## config.mk

```make
export PLATFORM = sky130hd
export DESIGN_NAME = param_add_accum
export DESIGN_NICKNAME = d
export VERILOG_FILES = /design/src/rtl/param_add_accum.sv
export SDC_FILE = /design/constraint.sdc
export NUM_CORES = 1
export LEC_CHECK = 0
export BUFFER_PORTS_ARGS = -buffer_cell sky130_fd_sc_hd__buf_2
export CAP_MARGIN = 5
export CORE_ASPECT_RATIO = 1.75
export CORE_UTILIZATION = 25
export CTS_CLUSTER_DIAMETER = 200
export DETAILED_ROUTE_END_ITERATION = 8
export PLACE_DENSITY = 0.52
export SETUP_SLACK_MARGIN = 0.2
export SLEW_MARGIN = 10
export SYNTH_ARGS = -nofsm -noshare
export SYNTH_HDL_FRONTEND = slang
export SYNTH_SLANG_ARGS = --single-unit
```

## constraint.sdc

```tcl
create_clock -name clk -period 3.5 [get_ports clk]
set_input_delay 0.175 -clock clk [delete_from_list [all_inputs] [get_ports clk]]
set_output_delay 0.175 -clock clk [all_outputs]
set_load 0.01 [all_outputs]
```

## src/rtl/param_add_accum.sv

```systemverilog
// Two-stage pipelined add/sub/accumulate/clear unit with overflow reporting,
// optional accumulator saturation and a wrapping completed-result counter.
module param_add_accum #(
  parameter int unsigned WIDTH     = 4,
  parameter int unsigned ACC_WIDTH = 8,
  parameter int unsigned SATURATE  = 0,
  parameter int unsigned CNT_WIDTH = 8
) (
  input  logic                 clk,
  input  logic                 reset,
  input  logic                 in_valid,
  input  logic [1:0]           op,
  input  logic [WIDTH-1:0]     a,
  input  logic [WIDTH-1:0]     b,
  output logic                 out_valid,
  output logic [ACC_WIDTH-1:0] out,
  output logic                 ovf,
  output logic                 ovf_sticky,
  output logic [CNT_WIDTH-1:0] op_count,
  output logic                 clk_out
);

  localparam int unsigned SumWidth = ACC_WIDTH + 1;

  typedef enum logic [1:0] {OpAdd = 2'b00, OpSub = 2'b01, OpAcc = 2'b10, OpClr = 2'b11} op_e;

  logic                 r_v1;
  logic [WIDTH-1:0]     r_a;
  logic [WIDTH-1:0]     r_b;
  op_e                  r_op;
  logic [ACC_WIDTH-1:0] r_acc;
  logic [ACC_WIDTH-1:0] r_out;
  logic                 r_ovf;
  logic                 r_sticky;
  logic                 r_out_valid;
  logic [CNT_WIDTH-1:0] r_cnt;

  logic [ACC_WIDTH-1:0] w_a_ext;
  logic [ACC_WIDTH-1:0] w_b_ext;
  logic [SumWidth-1:0]  w_sum;
  logic [ACC_WIDTH-1:0] w_res;
  logic                 w_ovf;
  logic [ACC_WIDTH-1:0] w_acc_nxt;
  logic                 w_sticky_nxt;

  assign w_a_ext = ACC_WIDTH'(r_a);
  assign w_b_ext = ACC_WIDTH'(r_b);
  assign w_sum   = SumWidth'(r_acc) + SumWidth'(r_a) + SumWidth'(r_b);

  always_comb begin
    w_res        = '0;
    w_ovf        = 1'b0;
    w_acc_nxt    = r_acc;
    w_sticky_nxt = r_sticky;
    unique case (r_op)
      OpAdd: w_res = w_a_ext + w_b_ext;
      OpSub: begin
        w_res = w_a_ext - w_b_ext;
        w_ovf = (r_a < r_b);
      end
      OpAcc: begin
        w_ovf = w_sum[ACC_WIDTH];
        // Clamp only in saturating builds; the flag still reports the raw carry.
        if (w_ovf && (SATURATE != 0)) begin
          w_res = '1;
        end else begin
          w_res = w_sum[ACC_WIDTH-1:0];
        end
        w_acc_nxt = w_res;
      end
      OpClr: begin
        w_res     = '0;
        w_acc_nxt = '0;
      end
      default: w_res = '0;
    endcase
    w_sticky_nxt = (r_op == OpClr) ? 1'b0 : (r_sticky | w_ovf);
  end

  always_ff @(posedge clk) begin
    if (reset) begin
      r_v1        <= 1'b0;
      r_a         <= '0;
      r_b         <= '0;
      r_op        <= OpAdd;
      r_acc       <= '0;
      r_out       <= '0;
      r_ovf       <= 1'b0;
      r_sticky    <= 1'b0;
      r_out_valid <= 1'b0;
      r_cnt       <= '0;
    end else begin
      r_v1        <= in_valid;
      r_out_valid <= r_v1;
      if (in_valid) begin
        r_a  <= a;
        r_b  <= b;
        r_op <= op_e'(op);
      end
      if (r_v1) begin
        r_out    <= w_res;
        r_ovf    <= w_ovf;
        r_acc    <= w_acc_nxt;
        r_sticky <= w_sticky_nxt;
        r_cnt    <= r_cnt + 1'b1;
      end
    end
  end

  assign out_valid  = r_out_valid;
  assign out        = r_out;
  assign ovf        = r_ovf;
  assign ovf_sticky = r_sticky;
  assign op_count   = r_cnt;
  assign clk_out    = clk;

endmodule

```

Yosys cells after proc, flatten, opt, wreduce, memory -nomap -nowiden
Cells that the tools add are included.
- $add $sub $neg: 5
- order comparisons: 1
- eq/ne operators: 3
- multiplexer cells: 4
- bitwise gates (word level): 1
- reduce and logical (&&, ||, !) cells: 3
- operators with widths (operator ; count):
    $pmux W8 S4 ; 1
    $pmux W8 S2 ; 1
    $add A8 B4 Y9 ; 1
    $add A9 B4 Y9 ; 1
    $add A8 B1 Y8 const B ; 1
    $add A4 B4 Y5 ; 1
    $sub A4 B4 Y5 ; 1
    $eq A2 B2 Y1 const B ; 2
    $lt A4 B4 Y1 ; 1
    $eq A2 B1 Y1 const B ; 1
    $logic_not A2 Y1 ; 1
    $pmux W1 S2 ; 1
    $reduce_and A2 Y1 ; 1
    $reduce_bool A2 Y1 ; 1
    $mux W1 ; 1
    $or A1 B1 Y1 ; 1
- bits in registers: 38
- bits of input ports: 13
- word-level logic and storage cells: 27

Longest topological paths before layout
Gate-level depths: netlist (run 1).
- depth in word-level cells: 5
- gate-level depth with buffers: 11
- gate-level depth less buffers: 11

==> flow_summary.ini, run 1 <==
[synthesis]
synth_enable_flop_cells = 0
synth-main-ff-cell = dfxtp_1
synth_seq_area_share_pct = 35.58
yosys.area.top_type = dfxtp_1
synthCells = 236
netlist_top_cells_area = dfxtp_1, ha_1, fa_1, mux2i_1, nor2_1
synth.avg_cell_area_um2 = 9.061
synth_top_area_share_pct = 35.58
synth_nets = 273
syn-cell-area_mm2 = 0.002138
async_reset_ff_share_pct = 0
yosys_warnings = 0
ys_top_cells_by_count = dfxtp_1, nor2_1, ha_1, inv_1, nand2_1
ys_ff_latch = 38
synth_most_common_cell = dfxtp_1
synth.distinct_cells = 43

[die]
core_area_mm2 = 0.008313
floorplan.initialDensity_pct = 25.72
die_x_um = 71.91
rows = 44
design.die.area_mm2 = 0.008942
ios = 33
die_h_um = 124.3

[place]
dpl_cell_area_mm2 = 0.002401
gp_congestion = 0.8560
hpwl_mm = 3.957
dp.cells = 373
io_buffer_count = 32

[timing]
fmax_mhz = 353.2
setup_viol = 0
finClkSkew_ps = 7.831
slew_headroom_pct = 43.74
min_period_ps = 2832
worst_pin_slew_ps = 835.0
maxSlewViolCount = 0
holdWs_ps = 3.054
hold_viol_final = 0
fin_crit_sh_pct = 80.90
tns_ps = 0
rsz0062_at_grt = false

[clocking]
cts_tree = done
post_cts.repair.setup_buffers = 0
hold_buffers = 0
insertion_delay_ps = 400
cts_resized = 0
clk_pin_slew_ps = 60

[detailed_routing]
first_pass_iters = 4
vias_per_cell = 4.590
wl_mm = 5.415
ant_nets = 0
dr.max_layer_used = met4
vias = 1758
wl_met2_mm = 3.062
drc = 0
wl_per_cell_um = 14.14
dr_wl_met3_um = 185
drt-met1-wl_mm = 1.903
first_iter_violations = 55

[worst_setup_path]
cp.arrival_ps = 3140
worstPathCellList = inv_1 -> fa_1 -> inv_1 -> ha_1 -> inv_1 -> fa_1 -> nor2b_1 -> o21ai_0 -> nand2b_1 -> mux2_2 -> a221oi_1
r2r_slack_ps = 670
crit_top_cell = inv_1
worstSetupPathType = flop to flop
critPathRequiredTime_ps = 3810
start_kind = flop
reg2reg_to = out[5]$_SDFFE_PP0P_
crit_fanout = 6
cp-end-kind = flop
r2r-start = r_a[1]$_SDFFE_PP0P_
cpPeakStageDelay_ps = 480
crit_slowest_cell = fa_1
r2r_cells = 11

[hold_path]
hold_start = a[0]
hold_path_depth = 3
hp-class = primary input to flop
hold_path_end = r_a[0]$_SDFFE_PP0P_

[final_layout]
antennaDiodeCount = 0
drive_gt1_share_pct = 17.54
fillerInstances = 898
final_cells = 383
final_net_count = 305
register_area_um2 = 760.7
multi_input_area_mm2 = 0.001261
fin_area_mm2 = 0.002611
syn2layout_area_growth_pct = 22.12

[global_route]
first_global_vias = 1732
grt_pass1_wl_mm = 8.707
antenna_found_initial = 0
grt_max_degree = 40
grt-ovfl-total = 0
grt_use_total_pct = 13.78

[pwr]
powerDensity_mw_per_mm2 = 470.9
ir_drop_uv = 249.0
switchingPower_w = 0.0003132
p_leak_nw = 1.171
power_frac_seq_pct = 37.9
swShare_pct = 25.47
clockPowerShare_pct = 50.8
internal-power_w = 0.0009164
p_comb_share_pct = 11.4

[job]
maxCapViolations = 0

[outcome]
status = complete, no violations
metrics by stage:
| stage | setup slack, ps | utilization [%] | power (W) |
|---|---|---|---|
| after floorplan | 883.6 | - | 0.0005922 |
| after global placement | 691.5 | 28.88 | 0.0006332 |
| after detailed placement | 678.5 | 28.88 | 0.0006345 |
| after CTS | 651.7 | 31.41 | 0.001253 |
| after global routing | 417.2 | 31.41 | 0.001278 |
| final | 668.4 | 31.41 | 0.001230 |
layout make-up:
type / instances / share of cell area [%]
Tap cell: 115 / 5.510
Multi-Input combinational cell: 169 / 48.30
Sequential cell: 38 / 29.13
Clock inverter: 2 / 0.3833
Inverter: 18 / 2.587
Clock buffer: 9 / 7.858
Timing Repair Buffer: 32 / 6.229
power groups by stage:
stage,logic [W],registers [W],clock network [W]
floorplan,0.0000977,0.000471,0.0000235
global placement,0.000141,0.000475,0.0000173
detailed placement,0.000142,0.000476,0.0000173
CTS,0.000142,0.000466,0.000645
global route,0.000154,0.000469,0.000655
finish,0.000140,0.000466,0.000624
worst max path at each step:
stage                              startpoint             endpoint  slack, ps
after CTS                 r_a[1]$_SDFFE_PP0P_  out[5]$_SDFFE_PP0P_        650
after global routing      r_a[1]$_SDFFE_PP0P_  out[5]$_SDFFE_PP0P_        420
final                     r_a[1]$_SDFFE_PP0P_  out[5]$_SDFFE_PP0P_        670
after detailed placement  r_a[1]$_SDFFE_PP0P_  out[5]$_SDFFE_PP0P_        680
after global placement    r_a[1]$_SDFFE_PP0P_  out[5]$_SDFFE_PP0P_        690
after floorplan           r_a[1]$_SDFFE_PP0P_  out[5]$_SDFFE_PP0P_        880
worst max-delay path: cells and delay by family, from the launching register on:
family                     cells  cell delay (ps)
buffers and inverters          3              240
muxes                          1              350
AOI/OAI and AO/OA              2              310
and+or+nand+nor                2              320
DFF                            1              470
adders and majority gates      3             1040
metal layers:
metal / GRT usage [%] / vias up
met3: 3.236 / 16
met1: 12.49 / 829
met5: 0 / -
met2: 24.36 / 39
met4: 12.34 / 0
li1: - / 874
cell usage in the layout (no fill, tap or decap), types with 2 or more instances in the layout:
master	instances
dfxtp_1	38
nor2_1	32
buf_2	32
inv_1	17
nand2_1	17
ha_1	17
a21oi_1	13
mux2i_1	12
clkbuf_16	8
xor2_1	7
fa_1	7
xnor2_1	6
a221oi_1	6
nand2b_1	5
a22oi_1	5
o21ai_0	4
nor3_1	4
a21o_1	3
nor2b_1	3
nand4_1	3
a31oi_1	2
o32ai_1	2
nand3b_1	2
a211oi_1	2
or3_1	2
clkinv_2	2
registers in the layout, indices dropped and copies added (netlist names):
signal / count
op_count: 8
out: 8
out_valid: 1
ovf: 1
ovf_sticky: 1
r_a: 4
r_acc: 8
r_b: 4
r_op: 2
r_v1: 1
kinds of logic (layout without fill, tap and decap cells):
logic type               Yosys count  count (layout)  synth area share, %
AO/OA/AOI/OAI                     47              47                15.62
XOR/XNOR                          13              13                5.325
adder cells (fa/ha/maj)           24              24                16.50
buffers and inverters             29              61                5.441
flip-flops                        38              38                35.58
multiplexers                      13              13                6.144
AND/OR/NAND/NOR                   72              72                15.39
Power figures use the tool's default switching activity.
==> run 2, diff against run 1 <==
PLACE_DENSITY = 0.53   (was 0.52)
clock period = 2.3 ns   (was 3.5 ns; I/O delays follow)
==> run 2 against run 1 <==
  * The flow now finishes with violations (negative setup slack)
  * Sequential cell count did not move
  * Largest power group unchanged
  * Setup slack got worse by 690 ps
  * Largest cell class unchanged
  * Sequential share of layout area fell by 3.6 points
  * Non-clock buffer count rose by 28
  * Via count rose by 6.5%
  * Power rose by 74%
  * Register-to-register slack got worse by 690 ps
  * Critical endpoint is now out[3]$_SDFFE_PP0P_
==> flow_summary.ini, run 2 (synthesis gave the netlist of run 1 again) <==
[outcome]
status = finished, violations left
violations = negative setup slack

[global_route]
grt-ovfl-total = 0
grt_pass1_wl_mm = 9.811
antenna_found_initial = 0
grt_max_degree = 27
grt_use_total_pct = 14.53
first_global_vias = 1965

[timing]
holdWs_ps = 2.800
slew_headroom_pct = 63.71
min_period_ps = 2318
fin_crit_sh_pct = 100.8
rsz0062_at_grt = true
worst_pin_slew_ps = 544.4
finClkSkew_ps = 4.822
setup_viol = 3
fin_ws_ps = -18.36
fmax_mhz = 431.3
maxSlewViolCount = 0
hold_viol_final = 0

[detailed_routing]
vias = 1873
first_pass_iters = 4
wl_per_cell_um = 14.41
wl_mm = 5.938
drc = 0
ant_nets = 0
vias_per_cell = 4.546
first_iter_violations = 54

[worst_setup_path]
crit_top_cell = inv_2
crit_fanout = 2
worstPathCellList = inv_2 -> fa_2 -> inv_2 -> ha_4 -> inv_2 -> fa_2 -> buf_4 -> xnor2_2 -> a221o_1 -> a31o_2
r2r-start = r_acc[1]$_SDFFE_PP0P_
start_kind = flop
cp.arrival_ps = 2610
cpPeakStageDelay_ps = 450
cp-startpoint = r_acc[1]$_SDFFE_PP0P_
worstSetupPathType = flop to flop
cp-end-kind = flop
cp.buffers_inverters = 4
critPathRequiredTime_ps = 2590
cp_top_family = adder cells
r2r_slack_ps = -20
crit_slowest_cell = fa_2

[die]
rows = 44
core_area_mm2 = 0.008313
die_x_um = 71.91
die_h_um = 124.3
ios = 33
design.die.area_mm2 = 0.008942
floorplan.initialDensity_pct = 25.72

[clocking]
clk_pin_slew_ps = 60
cts_tree = done
insertion_delay_ps = 400

[place]
dpl_worst_slack_ps = -169.7
io_buffer_count = 32
hpwl_mm = 4.320
dpl_cell_area_mm2 = 0.002551
gp_congestion = 0.8369

[pwr]
swShare_pct = 24.02
ir_drop_uv = 297.5
p_leak_nw = 1.341
power_frac_seq_pct = 32.8
p_comb_share_pct = 13.1
switchingPower_w = 0.0005132
powerDensity_mw_per_mm2 = 709.8
internal-power_w = 0.001623
clockPowerShare_pct = 54.0

[job]
maxCapViolations = 0

[hold_path]
hp-class = primary input to flop
hold_start = b[1]

[final_layout]
final_net_count = 333
drive_gt1_share_pct = 31.65
syn2layout_area_growth_pct = 40.78
antennaDiodeCount = 0
fin_area_mm2 = 0.003010
layout_common_cells = dfxtp_1, nor2_1, buf_2
final_common_cell = dfxtp_1
-- run 2: final cells by class --
| type | instances | area, um2 |
|---|---|---|
| inverter | 18 | 67.56 |
| clock inverter | 2 | 38.79 |
| tap | 115 | 143.9 |
| timing repair buffer | 60 | 396.6 |
| fill | 869 | 5303 |
| clock buffer | 10 | 230.2 |
| multi-input combinational | 169 | 1364 |
| sequential | 38 | 769.5 |
-- run 2: per-layer routing --
metal | up-vias | track usage (%) | share of wire (%)
li1 | 930 | - | -
met1 | 900 | 13.68 | 36
met2 | 30 | 27.41 | 57
met3 | 13 | 3.560 | 3.0
met4 | 0 | 8.074 | 3.4
met5 | - | 0 | 0
-- run 2: final timing paths --
| path | to | cells past startpoint |
|---|---|---|
| worst max register to register | out[3]$_SDFFE_PP0P_ | 10 |
| worst min register to register | ovf$_SDFFE_PP0P_ | 2 |
| worst max-delay path | out[3]$_SDFFE_PP0P_ | 10 |
| worst min-delay path | r_b[1]$_SDFFE_PP0P_ | 3 |
-- run 2: through the flow --
step                      utilization (%)  power (W)  TNS [ps]  cells
after floorplan                         -  0.0009065    -118.6    236
after global placement              30.69  0.0009893    -384.3    389
after detailed placement            30.69  0.0009924    -508.0    389
after CTS                           36.15   0.002157    -54.32    412
after global routing                36.21   0.002220    -561.4    412
final                               36.21   0.002137    -40.38    412
-- run 2: what timing repair did --
action                                  in CTS  in global routing
hold endpoints to repair                     8                  0
hold buffers                                 8                  0
endpoints found under the setup margin      12                 13
setup buffers                                4                  0
pin swaps                                   13                  5
gates resized for setup                     16                  2
-- run 2: power groups by stage --
stage	Sequential, W	Clock [W]	Combinational [W]
2_1_floorplan	0.000717	0.0000358	0.000154
3_3_place_gp	0.000717	0.0000263	0.000246
3_5_place_dp	0.000717	0.0000263	0.000249
4_1_cts	0.000702	0.00117	0.000281
5_1_grt	0.000705	0.00121	0.000307
6_report	0.000702	0.00115	0.000281
-- run 2: worst register-to-register path, stage by stage, from the launching register on --
cell	delay, ps
dfxtp_2	330
inv_2	40
fa_2	450
inv_2	70
ha_4	130
inv_2	30
fa_2	340
buf_4	150
xnor2_2	130
a221o_1	340
a31o_2	200
